<file path="src/rtl/mem_byte_sequencer_pkg.sv">
// Shared types for the big-endian byte load/store sequencer:
// request size encodings, FSM state enum and the size decoder.
package mem_seq_pkg;

  localparam logic [1:0] SIZE_B = 2'd0;
  localparam logic [1:0] SIZE_W = 2'd1;
  localparam logic [1:0] SIZE_L = 2'd2;
  localparam logic [1:0] SIZE_Q = 2'd3;

  typedef enum logic [1:0] {
    IDLE  = 2'd0,
    ISSUE = 2'd1,
    DRAIN = 2'd2,
    RESP  = 2'd3
  } seq_state_t;

  function automatic int unsigned size_to_bytes(input logic [1:0] size);
    return 32'd1 << size;
  endfunction

endpackage

</file>
<file path="src/rtl/mem_byte_sequencer_if.sv">
// CPU-side request/response bus of the byte sequencer.
// The CPU core is the master, the sequencer is the slave.
interface mem_byte_sequencer_if #(
  parameter int ADDR_WIDTH = 9,
  parameter int DATA_BYTES = 4
);

  logic                    req_valid;
  logic                    req_ready;
  logic                    req_write;
  logic [1:0]              req_size;
  logic [ADDR_WIDTH-1:0]   req_addr;
  logic [8*DATA_BYTES-1:0] req_wdata;
  logic                    rsp_valid;
  logic                    rsp_error;
  logic [8*DATA_BYTES-1:0] rsp_rdata;
  logic                    busy;

  modport master (
    output req_valid, req_write, req_size, req_addr, req_wdata,
    input  req_ready, rsp_valid, rsp_error, rsp_rdata, busy
  );

  modport slave (
    input  req_valid, req_write, req_size, req_addr, req_wdata,
    output req_ready, rsp_valid, rsp_error, rsp_rdata, busy
  );

endinterface

</file>
<file path="src/rtl/mem_byte_sequencer_rd_track.sv">
// Read-return tracker: delays the "load byte issued" marker so capture_en
// lines up with the cycle in which the RAM presents that byte.
module rd_track #(
  parameter int RD_LATENCY = 2
) (
  input  logic clk,
  input  logic reset,
  input  logic issue_next,
  output logic capture_en
);

  // pipe[0] is high while a load byte address is on mem_raddr; the tap at
  // RD_LATENCY-1 marks the cycle whose closing edge samples that byte.
  logic [RD_LATENCY-1:0] pipe;

  generate
    if (RD_LATENCY == 1) begin : g_single
      always_ff @(posedge clk) begin
        if (reset) pipe <= '0;
        else       pipe <= issue_next;
      end
    end else begin : g_deep
      always_ff @(posedge clk) begin
        if (reset) pipe <= '0;
        else       pipe <= {pipe[RD_LATENCY-2:0], issue_next};
      end
    end
  endgenerate

  assign capture_en = pipe[RD_LATENCY-1];

endmodule

</file>
<file path="src/rtl/mem_byte_sequencer.sv">
// Big-endian load/store sequencer: splits one 1/2/4(/8)-byte request into
// single-byte accesses on a byte-wide synchronous RAM.
//
// state | meaning
// IDLE  | req_ready high, waiting for a request
// ISSUE | one byte address (and write for stores) per cycle, N cycles
// DRAIN | loads only: RD_LATENCY cycles for outstanding read bytes
// RESP  | one-cycle rsp_valid, rsp_error if the size was illegal
module mem_byte_sequencer
  import mem_seq_pkg::*;
#(
  parameter int ADDR_WIDTH = 9,
  parameter int DATA_BYTES = 4,
  parameter int RD_LATENCY = 2
) (
  input  logic                  clk,
  input  logic                  reset,
  mem_byte_sequencer_if.slave   bus,
  output logic [ADDR_WIDTH-1:0] mem_raddr,
  input  logic [7:0]            mem_data_out,
  output logic [ADDR_WIDTH-1:0] mem_waddr,
  output logic [7:0]            mem_data_in,
  output logic                  mem_write
);

  localparam int          CW        = $clog2(DATA_BYTES) + 1;
  localparam int          DW        = 8 * DATA_BYTES;
  localparam int unsigned MAX_BYTES = DATA_BYTES;

  seq_state_t state_q, state_d;
  logic [CW-1:0]         cnt_q, cnt_d;
  logic [ADDR_WIDTH-1:0] addr_q;
  logic [1:0]            size_q;
  logic                  write_q;
  logic                  err_q;
  logic [DW-1:0]         wdata_q;
  logic [DW-1:0]         rdata_q;

  logic          accept;
  logic          req_legal;
  logic          issue_next;
  logic          capture_en;
  logic [CW-1:0] last_idx;
  logic [CW-1:0] offset;

  assign accept    = (state_q == IDLE) & bus.req_valid;
  assign req_legal = size_to_bytes(bus.req_size) <= MAX_BYTES;

  // cnt_q counts down from N-1, so it is also the big-endian byte lane
  // of the current byte; the address offset is its complement.
  assign last_idx = CW'(size_to_bytes(size_q) - 32'd1);
  assign offset   = last_idx - cnt_q;

  always_comb begin
    state_d = state_q;
    cnt_d   = cnt_q;
    unique case (state_q)
      IDLE: begin
        if (bus.req_valid) begin
          if (req_legal) begin
            state_d = ISSUE;
            cnt_d   = CW'(size_to_bytes(bus.req_size) - 32'd1);
          end else begin
            state_d = RESP;
          end
        end
      end
      ISSUE: begin
        if (cnt_q == '0) begin
          if (write_q) begin
            state_d = RESP;
          end else begin
            state_d = DRAIN;
            cnt_d   = CW'(RD_LATENCY - 1);
          end
        end else begin
          cnt_d = cnt_q - 1'b1;
        end
      end
      DRAIN: begin
        if (cnt_q == '0) state_d = RESP;
        else             cnt_d   = cnt_q - 1'b1;
      end
      RESP:    state_d = IDLE;
      default: state_d = IDLE;
    endcase
  end

  assign issue_next = (state_d == ISSUE) & (accept ? ~bus.req_write : ~write_q);

  rd_track #(
    .RD_LATENCY (RD_LATENCY)
  ) u_rd_track (
    .clk        (clk),
    .reset      (reset),
    .issue_next (issue_next),
    .capture_en (capture_en)
  );

  always_ff @(posedge clk) begin
    if (reset) begin
      state_q <= IDLE;
      cnt_q   <= '0;
      addr_q  <= '0;
      size_q  <= '0;
      write_q <= 1'b0;
      err_q   <= 1'b0;
      wdata_q <= '0;
      rdata_q <= '0;
    end else begin
      state_q <= state_d;
      cnt_q   <= cnt_d;
      if (accept) begin
        addr_q  <= bus.req_addr;
        size_q  <= bus.req_size;
        write_q <= bus.req_write;
        err_q   <= ~req_legal;
        wdata_q <= bus.req_wdata;
        if (~bus.req_write | ~req_legal) rdata_q <= '0;
      end else if (capture_en) begin
        rdata_q <= {rdata_q[DW-9:0], mem_data_out};
      end
    end
  end

  assign mem_raddr   = addr_q + ADDR_WIDTH'(offset);
  assign mem_waddr   = addr_q + ADDR_WIDTH'(offset);
  assign mem_data_in = wdata_q[8*cnt_q +: 8];
  // Gated by reset so an abort suppresses the write in the reset cycle too.
  assign mem_write   = (state_q == ISSUE) & write_q & ~reset;

  assign bus.req_ready = (state_q == IDLE);
  assign bus.rsp_valid = (state_q == RESP);
  assign bus.rsp_error = (state_q == RESP) & err_q;
  assign bus.rsp_rdata = rdata_q;
  assign bus.busy      = (state_q != IDLE);

endmodule

</file>
<file path="src/flat_wrapper.sv">
// flat-port wrapper written by rule: the top's interface ports become plain ports
module mem_byte_sequencer_flat import mem_seq_pkg::*;
#(
  parameter int ADDR_WIDTH = 9,
  parameter int DATA_BYTES = 4,
  parameter int RD_LATENCY = 2
)
  (clk, reset, mem_raddr, mem_data_out, mem_waddr, mem_data_in, mem_write, bus_req_valid, bus_req_write, bus_req_size, bus_req_addr, bus_req_wdata, bus_req_ready, bus_rsp_valid, bus_rsp_error, bus_rsp_rdata, bus_busy);
  mem_byte_sequencer_if #(.ADDR_WIDTH(ADDR_WIDTH), .DATA_BYTES(DATA_BYTES)) bus_i ();
  input  logic clk;
  input  logic reset;
  output logic [ADDR_WIDTH-1:0] mem_raddr;
  input  logic [7:0] mem_data_out;
  output logic [ADDR_WIDTH-1:0] mem_waddr;
  output logic [7:0] mem_data_in;
  output logic mem_write;
  input wire logic [$bits(bus_i.req_valid)-1:0] bus_req_valid;
  input wire logic [$bits(bus_i.req_write)-1:0] bus_req_write;
  input wire logic [$bits(bus_i.req_size)-1:0] bus_req_size;
  input wire logic [$bits(bus_i.req_addr)-1:0] bus_req_addr;
  input wire logic [$bits(bus_i.req_wdata)-1:0] bus_req_wdata;
  output wire logic [$bits(bus_i.req_ready)-1:0] bus_req_ready;
  output wire logic [$bits(bus_i.rsp_valid)-1:0] bus_rsp_valid;
  output wire logic [$bits(bus_i.rsp_error)-1:0] bus_rsp_error;
  output wire logic [$bits(bus_i.rsp_rdata)-1:0] bus_rsp_rdata;
  output wire logic [$bits(bus_i.busy)-1:0] bus_busy;
  assign bus_i.req_valid = bus_req_valid;
  assign bus_i.req_write = bus_req_write;
  assign bus_i.req_size = bus_req_size;
  assign bus_i.req_addr = bus_req_addr;
  assign bus_i.req_wdata = bus_req_wdata;
  assign bus_req_ready = bus_i.req_ready;
  assign bus_rsp_valid = bus_i.rsp_valid;
  assign bus_rsp_error = bus_i.rsp_error;
  assign bus_rsp_rdata = bus_i.rsp_rdata;
  assign bus_busy = bus_i.busy;
  mem_byte_sequencer #(.ADDR_WIDTH(ADDR_WIDTH), .DATA_BYTES(DATA_BYTES), .RD_LATENCY(RD_LATENCY)) u_core (.clk(clk), .reset(reset), .bus(bus_i), .mem_raddr(mem_raddr), .mem_data_out(mem_data_out), .mem_waddr(mem_waddr), .mem_data_in(mem_data_in), .mem_write(mem_write));
endmodule
</file>
<file path="config.mk">
export PLATFORM = sky130hd
export DESIGN_NAME = mem_byte_sequencer_flat
export DESIGN_NICKNAME = d
export VERILOG_FILES = /design/src/rtl/mem_byte_sequencer_pkg.sv /design/src/rtl/mem_byte_sequencer_if.sv /design/src/rtl/mem_byte_sequencer_rd_track.sv /design/src/rtl/mem_byte_sequencer.sv /design/src/flat_wrapper.sv
export SDC_FILE = /design/constraint.sdc
export NUM_CORES = 1
export LEC_CHECK = 0
export BUFFER_PORTS_ARGS = -buffer_cell sky130_fd_sc_hd__buf_2
export CAP_MARGIN = 20
export CORE_AREA = 8 8 95 97
export DETAILED_ROUTE_END_ITERATION = 8
export DIE_AREA = 0 0 103 105
export PLACE_DENSITY = 0.79
export SLEW_MARGIN = 20
export SYNTH_ARGS = -nofsm -noshare
export SYNTH_HDL_FRONTEND = slang
export SYNTH_SLANG_ARGS = --single-unit
</file>
<file path="constraint.sdc">
create_clock -name clk -period 4.2 [get_ports clk]
set_clock_uncertainty 0.2 [all_clocks]
set_input_delay 0.84 -clock clk [delete_from_list [all_inputs] [get_ports clk]]
set_output_delay 0.84 -clock clk [all_outputs]
set_load 0.02 [all_outputs]
</file>
Yosys cells after proc, flatten, opt, wreduce, memory -nomap -nowiden
Cells that the tools add are included.

Multiplexer cells: 16. Bitwise gates (word level): 10. Divide/modulo/power cells: 0. Equality and inequality tests: 9. Reduce and logical (&&, ||, !) cells: 7. Multiply operators: 0. $lt $le $gt $ge: 1. Add/subtract/negate cells: 5. Shift operators: 3.

Operators with widths (count): $mux W32 (3); $le A32 B3 Y1 const B (1); $shiftx A32 B7 Y8 (1); $shl A1 B2 Y32 const A (1); $mux W3 (5); $add A9 B3 Y9 (1); $pmux W3 S3 (1); $sub A3 B1 Y3 const B (3); $mux W2 (4); $pmux W2 S4 (1); $ne A2 B2 Y1 const B (3); $and A1 B1 Y1 (5); $reduce_and A5 Y1 (1); $eq A2 B1 Y1 const B (2); $eq A2 B2 Y1 const B (2); $not A1 Y1 (4); $reduce_bool A2 Y1 (2); $logic_not A3 Y1 (1); $ne A3 B3 Y1 const B (1); $reduce_bool A3 Y1 (1); $shl A1 B2 Y3 const A (1); $sub A3 B3 Y3 (1); $logic_not A2 Y1 (1); $mux W1 (2); 3 further kinds (3).

Bits in registers: 84. Logic and storage cells: 60. Memory bits (read-only): 0. Input bits: 55. Bits in latches: 0. Output and inout port bits: 63. Memories: 0. Memory bits (writable): 0.

Logic depth before layout (Yosys ltp)
Gate-level depths: netlist (run 1).

Depth after elaboration: 7. Depth in mapped cells: 13.

Hierarchy
From an unflattened synthesis (run 1), not the netlist that was laid out.

Cells, all modules: 461. Area total of the unflattened synthesis: 3809.9 um^2.

Modules (own cells, without submodules): mem_byte_sequencer (area each 3757.4 um^2, instances 1, seq. area each 1641.6 um^2, cells an instance 457); rd_track (area each 52.6 um^2, instances 1, seq. area each 40.0 um^2, cells an instance 4).

Worst setup path before layout (run 1)
OpenSTA, ideal clock, no wires.

Kind: register -> output. Start point: reg u_core.cnt_q[0]. End point: out mem_waddr[7]. Path buffers: 2. Data arrival time: 2.756 ns. Required time: 3.160 ns. Setup slack: 0.404 ns. Stages on the path, launching flop included: 13. Cells stage by stage: dfxtp_1 > buf_2 > inv_1 > ha_1 > inv_1 > fa_1 > inv_1 > ha_1 > a21o_1 > a21oi_1 > nor3b_1 > xor2_1 > buf_4.

Word-level cells in the longest chain between the ends: 2.

Ends and longest elaborated chain: start: declaration (RTL line mem_byte_sequencer.sv:31) `logic [CW-1:0] cnt_q, cnt_d;`; start signal: assignment (RTL line mem_byte_sequencer.sv:112) `cnt_q <= cnt_d;`; $sub A3 B3 Y3 (RTL line mem_byte_sequencer.sv:52) `assign offset = last_idx - cnt_q;`; $add A9 B3 Y9; end: declaration (RTL line flat_wrapper.sv:14) `output logic [ADDR_WIDTH-1:0] mem_waddr;`.

Every way passes these cells.

Worst setup path in the final report (run 1)
Start point: reg u_core.cnt_q[0]. End point: out mem_raddr[7].

Word-level cells in the longest chain between the ends: 2.

Ends and longest elaborated chain: $sub A3 B3 Y3 (RTL line mem_byte_sequencer.sv:52); $add A9 B3 Y9 (RTL line mem_byte_sequencer.sv:126) `assign mem_raddr = addr_q + ADDR_WIDTH'(offset);`; end: declaration (RTL line flat_wrapper.sv:12) `output logic [ADDR_WIDTH-1:0] mem_raddr;`.

Every way passes these cells.

==> metrics.log, run 1 <==
[metrics] status: complete, no violations
[metrics] data arrival time of the worst path: 2.74 ns
[metrics] worst slack at placement: 0.775 ns
[metrics] post-synthesis net count: 523
[metrics] most used flip-flop cell after synthesis: sky130_fd_sc_hd__dfxtp_1
[metrics] first drt pass iteration count: 4
[metrics] full die area: 10800 um^2
[metrics] remaining antenna violation count after routing: 0
[metrics] post-route standard cell area excluding fillers: 4500 um^2
[metrics] placed cell areas: 4290 um^2
[metrics] antenna violations before repair: 2
[metrics] Rows: 32
[metrics] detailed placer's ending HPWL: 6.91 mm
[metrics] Switch Pwr: 1.15 mW
[metrics] Synth top area share: 44.9%
[metrics] max-slew violations: 0
[metrics] final clock period utilization by the worst path: around nine tenths
[metrics] maximum root-to-sink buffer count: 2
[metrics] clock edge transition at the registers on the reported setup and hold paths: about 0.080 ns
[metrics] cell depth of the worst min-delay path: 1
[metrics] pwr dens: 620 nW/um^2
[metrics] Post-Synthesis Cells: 456
[metrics] Setup Crit Path Kind: register to primary output
[metrics] start point of the worst min-delay path: u_core.u_rd_track.pipe[0]
[metrics] setup repair after global routing missed its margin: no
[metrics] sum of negative setup slack: 0 ns
[metrics] total clock buffers created by CTS: 9
[metrics] Post-CTS Repair Setup Buffers: 0
[metrics] routed wirelength normalized by instance count: 14.5 um
[metrics] peak supply drop: between 200 and 300 uV
[metrics] CTS tree: done
[metrics] average instance area after synthesis: a little over 8 um^2
[metrics] adder and majority gate portion of the synthesized area: around 4.4%
[metrics] synthesized-area fraction occupied by xor and xnor cells: 2.10%
[metrics] cells taking the most area after synthesis: sky130_fd_sc_hd__dfxtp_1 45%, sky130_fd_sc_hd__nand2_1 13%, sky130_fd_sc_hd__a21oi_1 11%
[metrics] sort of element at the end of the critical path: primary output
[metrics] final weighted congestion in routability-driven placement: between 0.8 and 0.9
[metrics] crit-path max FO: 3
[metrics] Leakage: 1.94 nW
[metrics] CTS Hold Bufs: 0
[metrics] antenna fix cells: 0
[metrics] Critical Path Source: u_core.cnt_q[0]
[metrics] number of failing setup endpoints in the final timing report: 0
[metrics] leftover overflow at the end of global routing: 0
[metrics] hold crit path type: register to register
[metrics] clock group share of total power: a little over a fifth
[metrics] required time of the critical path: between 3 and 4 ns
[metrics] Boundary Pins: 118
[metrics] basic-gate share of the synthesized area counting and, or, nand and nor cells: 22.1%
[metrics] NumNets Final: approximately 620
[metrics] CTS-repair resized insts: 0
[metrics] Switching Fraction: 41.3%
[metrics] growth of design area from synthesis to finish: 20.1%
[metrics] detailed router's first-iteration violation count: about 160
[metrics] Filler Cell Count: 700
[metrics] relative slew slack: 44.3%
[metrics] sequential share of power: 35.7%
[metrics] Yosys reg bits: 84
[metrics] Die X-Extent: 103 um
[metrics] sort of element at the start of the critical path: register
[metrics] post-synth top area cell: sky130_fd_sc_hd__dfxtp_1
[metrics] Max Cap Violations: 0
[metrics] maximum operating frequency: 264 MHz
[metrics] EDFF count, synth: 0
[metrics] shortest period the worst path allows: approximately 3.8 ns
[metrics] first-pass GRT wire length: 15.7 mm
[metrics] combinational cell fraction of total power: 43.1%
[metrics] actual slew at the worst max-slew pin: around 0.83 ns
[metrics] FF-to-FF path depth: 6
[metrics] total number of vias: 3380
[metrics] largest family of logic cells by synthesized area: simple AND/OR/NAND/NOR gates
[metrics] ratio of cells with drive above 1 in the final layout: 27.3%
[metrics] part of the Yosys area used for sequential elements: about 45%
[metrics] complex-gate fraction of the synthesized area: 15.2%
[metrics] master cell of the clock root buffer: sky130_fd_sc_hd__clkbuf_8
[metrics] Worst Hold Slack: approximately 0.25 ns
[metrics] Syn Std Cell Area: 3750 um^2
[metrics] Internal Dissipation: ~1.6 mW
[metrics] global routing usage summed across all routing layers: 17.9%
[metrics] height of the die: 105 um
[metrics] most common cell in the synthesized netlist: sky130_fd_sc_hd__nand2_1
[metrics] starting density of the core: 49.8%
[metrics] number of warning messages in the yosys log: 0
[metrics] via count of the first global-routing pass: between 3000 and 4000
[metrics] post-synthesis cell type count: 34
[metrics] H-Tree Depth: 3
[metrics] final setup margin: approximately 0.42 ns
[metrics] leading cell types by count after synthesis: 125 x sky130_fd_sc_hd__nand2_1, 84 x sky130_fd_sc_hd__a21oi_1, 84 x sky130_fd_sc_hd__dfxtp_1
[metrics] number of hold violations in the final report: 0
[metrics] # DRC: 0
[metrics] worst skew pair latency: about 0.34 ns
[metrics] vias per cell: 5.16
[metrics] number of buffers added on ports: 117
[metrics] pin count of the biggest net entering global routing: between 40 and 50
[metrics] launch point of the worst reg-to-reg path: u_core.state_q[1]
[metrics] clock sink count: 84
[metrics] core footprint: roughly 7500 um^2
[metrics] async set-or-reset flop fraction in the synthesized netlist: 0%
[metrics] final routed wirelength across all metal layers: between 9 and 10 mm
[metrics] fraction of synthesized area in multiplexers: 4.81%
## flip-flops by register name, indices dropped and copies added, names as in the netlist
signal,flops
u_core.err_q,1
u_core.bus.rsp_rdata,32
u_core.cnt_q,3
u_core.write_q,1
u_core.addr_q,9
u_core.state_q,2
u_core.wdata_q,32
u_core.u_rd_track.pipe,2
u_core.size_q,2
## final timing paths
check                                                 end  slack (ns)
worst max-delay path                         mem_raddr[7]        0.42
worst min-delay path            u_core.u_rd_track.pipe[1]        0.25
worst min register to register  u_core.u_rd_track.pipe[1]        0.25
worst max register to register    u_core.bus.rsp_rdata[6]        1.46
## worst max-delay path: stages (launching register included)
cell and delay (ns):
sky130_fd_sc_hd__dfxtp_1 0.32, sky130_fd_sc_hd__inv_1 0.11, sky130_fd_sc_hd__ha_1 0.17, sky130_fd_sc_hd__inv_1 0.05
sky130_fd_sc_hd__fa_1 0.37, sky130_fd_sc_hd__xnor2_1 0.14, sky130_fd_sc_hd__xnor2_1 0.13, sky130_fd_sc_hd__ha_1 0.33
sky130_fd_sc_hd__a21oi_1 0.13, sky130_fd_sc_hd__nor3b_1 0.26, sky130_fd_sc_hd__xor2_1 0.18, sky130_fd_sc_hd__buf_2 0.19
## area by class of cell
class	instances	area (um^2)	share of cell area [%]
clock buffers	10	138	3.06
clock inverters	6	71.3	1.58
inverters	9	33.8	0.751
multi-input cells	322	1820	40.5
flip-flops and latches	84	1680	37.4
well taps	102	128	2.84
repair buffers	122	623	13.8
## metal layers
| metal | vias to the layer above | global-route usage [%] | share of wire [%] |
|---|---|---|---|
| met5 | - | 0 | 0.23 |
| met4 | 4 | 5.07 | 0.45 |
| met3 | 6 | 7.63 | 9.3 |
| met2 | 86 | 30.4 | 50 |
| met1 | 1585 | 19.6 | 40 |
| li1 | 1699 | - | - |
## cells by family (layout without fill, tap and decap cells)
family,count (synthesis),count (layout)
xor gates and xnor gates,9,9
DFF,84,84
muxes,8,8
adders and majority gates,12,12
AOI/OAI and AO/OA,101,101
and+or+nand+nor,192,192
buffers and inverters,50,147
## metrics by stage
| step | cells | power (mW) | utilization [%] |
|---|---|---|---|
| detailed placement | 639 | 2.22 | 57.0 |
| global route | 655 | 2.98 | 59.8 |
| floorplan | 456 | 1.99 | - |
| CTS | 655 | 2.82 | 59.8 |
| finish | 655 | 2.79 | 59.8 |
| global placement | 639 | 2.19 | 57.0 |
## power groups by stage
| stage | sequential (mW) | clock [mW] | combinational, mW |
|---|---|---|---|
| 2_1_floorplan | 0.987 | 0 | 1.00 |
| 3_3_place_gp | 1.01 | 0 | 1.18 |
| 3_5_place_dp | 1.01 | 0 | 1.21 |
| 4_1_cts | 0.995 | 0.612 | 1.21 |
| 5_1_grt | 1.01 | 0.640 | 1.33 |
| 6_report | 0.997 | 0.591 | 1.20 |
## cells in the final DEF, fill, tap and decap left out, types with 2 or more instances in the layout
cell type / Yosys / layout
sky130_fd_sc_hd__nand2_1: 125 / 124
sky130_fd_sc_hd__buf_2: 4 / 117
sky130_fd_sc_hd__a21oi_1: 84 / 84
sky130_fd_sc_hd__dfxtp_1: 84 / 83
sky130_fd_sc_hd__nand3_1: 34 / 34
sky130_fd_sc_hd__nor2_1: 10 / 10
sky130_fd_sc_hd__and2_1: 10 / 10
sky130_fd_sc_hd__ha_1: 10 / 10
sky130_fd_sc_hd__clkbuf_8: 0 / 10
sky130_fd_sc_hd__inv_1: 9 / 9
sky130_fd_sc_hd__mux4_2: 8 / 8
sky130_fd_sc_hd__nand2b_1: 6 / 6
sky130_fd_sc_hd__xor2_1: 5 / 5
sky130_fd_sc_hd__buf_4: 14 / 5
sky130_fd_sc_hd__xnor2_1: 4 / 4
sky130_fd_sc_hd__nor2b_1: 4 / 4
sky130_fd_sc_hd__o21ai_0: 3 / 3
sky130_fd_sc_hd__a21o_1: 2 / 2
sky130_fd_sc_hd__a211oi_1: 2 / 2
sky130_fd_sc_hd__fa_1: 2 / 2
sky130_fd_sc_hd__inv_6: 0 / 2
sky130_fd_sc_hd__clkinvlp_4: 0 / 2
Power figures use the tool's default switching activity.
==> inputs of run 2 (changes only) <==
--- a/config.mk
+++ b/config.mk
@@ -10,6 +10,7 @@
 export CORE_AREA = 8 8 95 97
 export DETAILED_ROUTE_END_ITERATION = 8
 export DIE_AREA = 0 0 103 105
+export GPL_TIMING_DRIVEN = 0
 export PLACE_DENSITY = 0.79
 export SLEW_MARGIN = 20
 export SYNTH_ARGS = -nofsm -noshare
==> metrics.log, run 2 (synthesis gave the netlist of run 1 again) <==
[metrics] status: complete, no violations
[metrics] number of buffers added on ports: 117
[metrics] sum of negative setup slack: 0 ns
[metrics] pwr dens: 640 nW/um^2
[metrics] number of failing setup endpoints in the final timing report: 0
[metrics] clock sink count: 84
[metrics] leftover overflow at the end of global routing: 0
[metrics] Leakage: a little over 2 nW
[metrics] crit-path max cell delay: 0.40 ns
[metrics] max-slew violations: 0
[metrics] growth of design area from synthesis to finish: 26.3%
[metrics] height of the die: 105 um
[metrics] critical path, cell by cell: buf_6 > inv_2 > ha_1 > inv_1 > fa_1 > xnor2_2 > xnor2_1 > ha_1 > a21oi_2 > nor2_1 > buf_4 > xor2_2 > buf_4 > buf_2
[metrics] global routing usage summed across all routing layers: 19.5%
[metrics] crit-path max FO: 10
[metrics] final clock period utilization by the worst path: 96.2%
[metrics] required time of the critical path: 3.16 ns
[metrics] shortest period the worst path allows: 4.04 ns
[metrics] first drt pass iteration count: 4
[metrics] full die area: 10800 um^2
[metrics] NumNets Final: 652
[metrics] cell family contributing the most delay on the critical path: adder cells
[metrics] hold crit path type: register to register
[metrics] maximum root-to-sink buffer count: 2
[metrics] instance count after placement with tap cells included: 675
[metrics] antenna violations before repair: 1
[metrics] sort of element at the end of the critical path: primary output
[metrics] data arrival time of the worst path: 3.00 ns
[metrics] slowest CP cell: sky130_fd_sc_hd__fa_1
[metrics] actual slew at the worst max-slew pin: around 0.59 ns
[metrics] sort of element at the start of the critical path: register
[metrics] routed wirelength normalized by instance count: 15.3 um
[metrics] remaining antenna violation count after routing: 0
[metrics] detailed placer's ending HPWL: 7.86 mm
[metrics] ratio of cells with drive above 1 in the final layout: 28.6%
[metrics] core footprint: 7530 um^2
[metrics] # DRC: 0
[metrics] final weighted congestion in routability-driven placement: about 0.85
[metrics] H-Tree Depth: 3
[metrics] antenna fix cells: 0
[metrics] relative slew slack: 60.9%
[metrics] master cell of the clock root buffer: sky130_fd_sc_hd__clkbuf_8
[metrics] non-filler instance count after layout: 692
[metrics] vias per cell: slightly above 5
[metrics] commonest cells after routing, fill and taps aside: 125 x sky130_fd_sc_hd__nand2_1, 120 x sky130_fd_sc_hd__buf_2, 84 x sky130_fd_sc_hd__dfxtp_1, 82 x sky130_fd_sc_hd__a21oi_1, 34 x sky130_fd_sc_hd__nand3_1
[metrics] total clock buffers created by CTS: 9
[metrics] Filler Cell Count: 677
[metrics] number of hold violations in the final report: 0
[metrics] Max Cap Violations: 0
[metrics] pin count of the biggest net entering global routing: 16
[metrics] clock edge transition at the registers on the reported setup and hold paths: around 0.090 ns
[metrics] Setup Crit Path Kind: register to primary output
[metrics] Die X-Extent: 103 um
[metrics] total number of vias: roughly 3600
[metrics] Boundary Pins: 118
[metrics] worst skew pair latency: 0.35 ns
[metrics] Rows: 32
[metrics] starting density of the core: 49.8%
[metrics] detailed router's first-iteration violation count: 205
[metrics] peak supply drop: 260 uV
[metrics] final routed wirelength across all metal layers: 10.6 mm
[metrics] via count of the first global-routing pass: 3622
[metrics] CTS tree: done
[metrics] first-pass GRT wire length: 16.9 mm
[metrics] maximum operating frequency: 248 MHz
[metrics] critical path buffer and inverter count: 6
[metrics] leading cell type in the layout, fill and taps excluded: sky130_fd_sc_hd__nand2_1
[metrics] CTS Hold Bufs: 0
[run 2: changes by cell type in the layout (fill, tap and decap cells not counted), sizes merged]
cell	change
buf	+17
bufinv	+1
clkinvlp	-1
clkbuf	+20
[run 2: power breakdown]
group / switching [mW] / leakage (nW) / internal (mW) / total (mW)
Sequential: 0.0787 / 0.684 / 0.908 / 0.987
Combinational: 0.845 / 1.25 / 0.543 / 1.39
Clock: 0.298 / 0.113 / 0.356 / 0.654
Total: 1.22 / 2.05 / 1.81 / 3.03
[run 2: path summary, 6_finish.rpt]
path                                               start                       end  slack, ns  cells past startpoint
worst max-delay path                     u_core.cnt_q[0]              mem_waddr[6]       0.16                     14
worst min-delay path            u_core.bus.rsp_rdata[25]  u_core.bus.rsp_rdata[25]       0.25                      2
worst max register to register           u_core.cnt_q[1]           u_core.cnt_q[1]       1.85                      7
worst min register to register  u_core.bus.rsp_rdata[25]  u_core.bus.rsp_rdata[25]       0.25                      2
[run 2: final cells by class]
class	instances	area (um^2)	share of cell area, %
well taps	102	128	2.70
plain buffers	41	218	4.60
clock inverters	6	93.8	1.98
repair buffers	118	593	12.5
multi-input cells	322	1850	39.1
flip-flops and latches	84	1680	35.5
inverters	9	33.8	0.714
clock buffers	10	138	2.91
[run 2: worst min-delay path: cells and delay by family, from the launching register on]
family / cells / cell delay (ns)
compound gates: 1 / 0.05
flops: 1 / 0.31
simple gates: 1 / 0.05
[run 2: per-layer routing]
layer | global-route usage (%) | vias up | part of all wire (%)
li1 | - | 1786 | -
met1 | 22.5 | 1644 | 40
met2 | 32.2 | 139 | 49
met3 | 7.10 | 22 | 9.2
met4 | 6.62 | 2 | 1.8
met5 | 0 | - | 0.12
[run 2: through the flow]
| stage | setup slack, ns | utilization [%] | hold slack, ns | instance area (um^2) | total power, mW |
|---|---|---|---|---|---|
| global placement | 0.374 | 59.3 | 0.234 | 4460 | 2.33 |
| CTS | 0.0197 | 62.4 | 0.257 | 4700 | 3.02 |
| finish | 0.160 | 62.9 | 0.254 | 4730 | 3.03 |
| detailed placement | 0.291 | 59.3 | 0.240 | 4460 | 2.36 |
| global route | -0.00353 | 62.9 | 0.278 | 4730 | 3.21 |
| floorplan | 0.404 | - | 0.214 | 3750 | 1.99 |
[run 2: repair_timing]
action | 4_1_cts | 5_1_grt
buffers inserted | 0 | 1
pin swaps | 0 | 4
gates cloned | 0 | 0
setup endpoints to repair | 3 | 9
gates resized for setup | 1 | 7
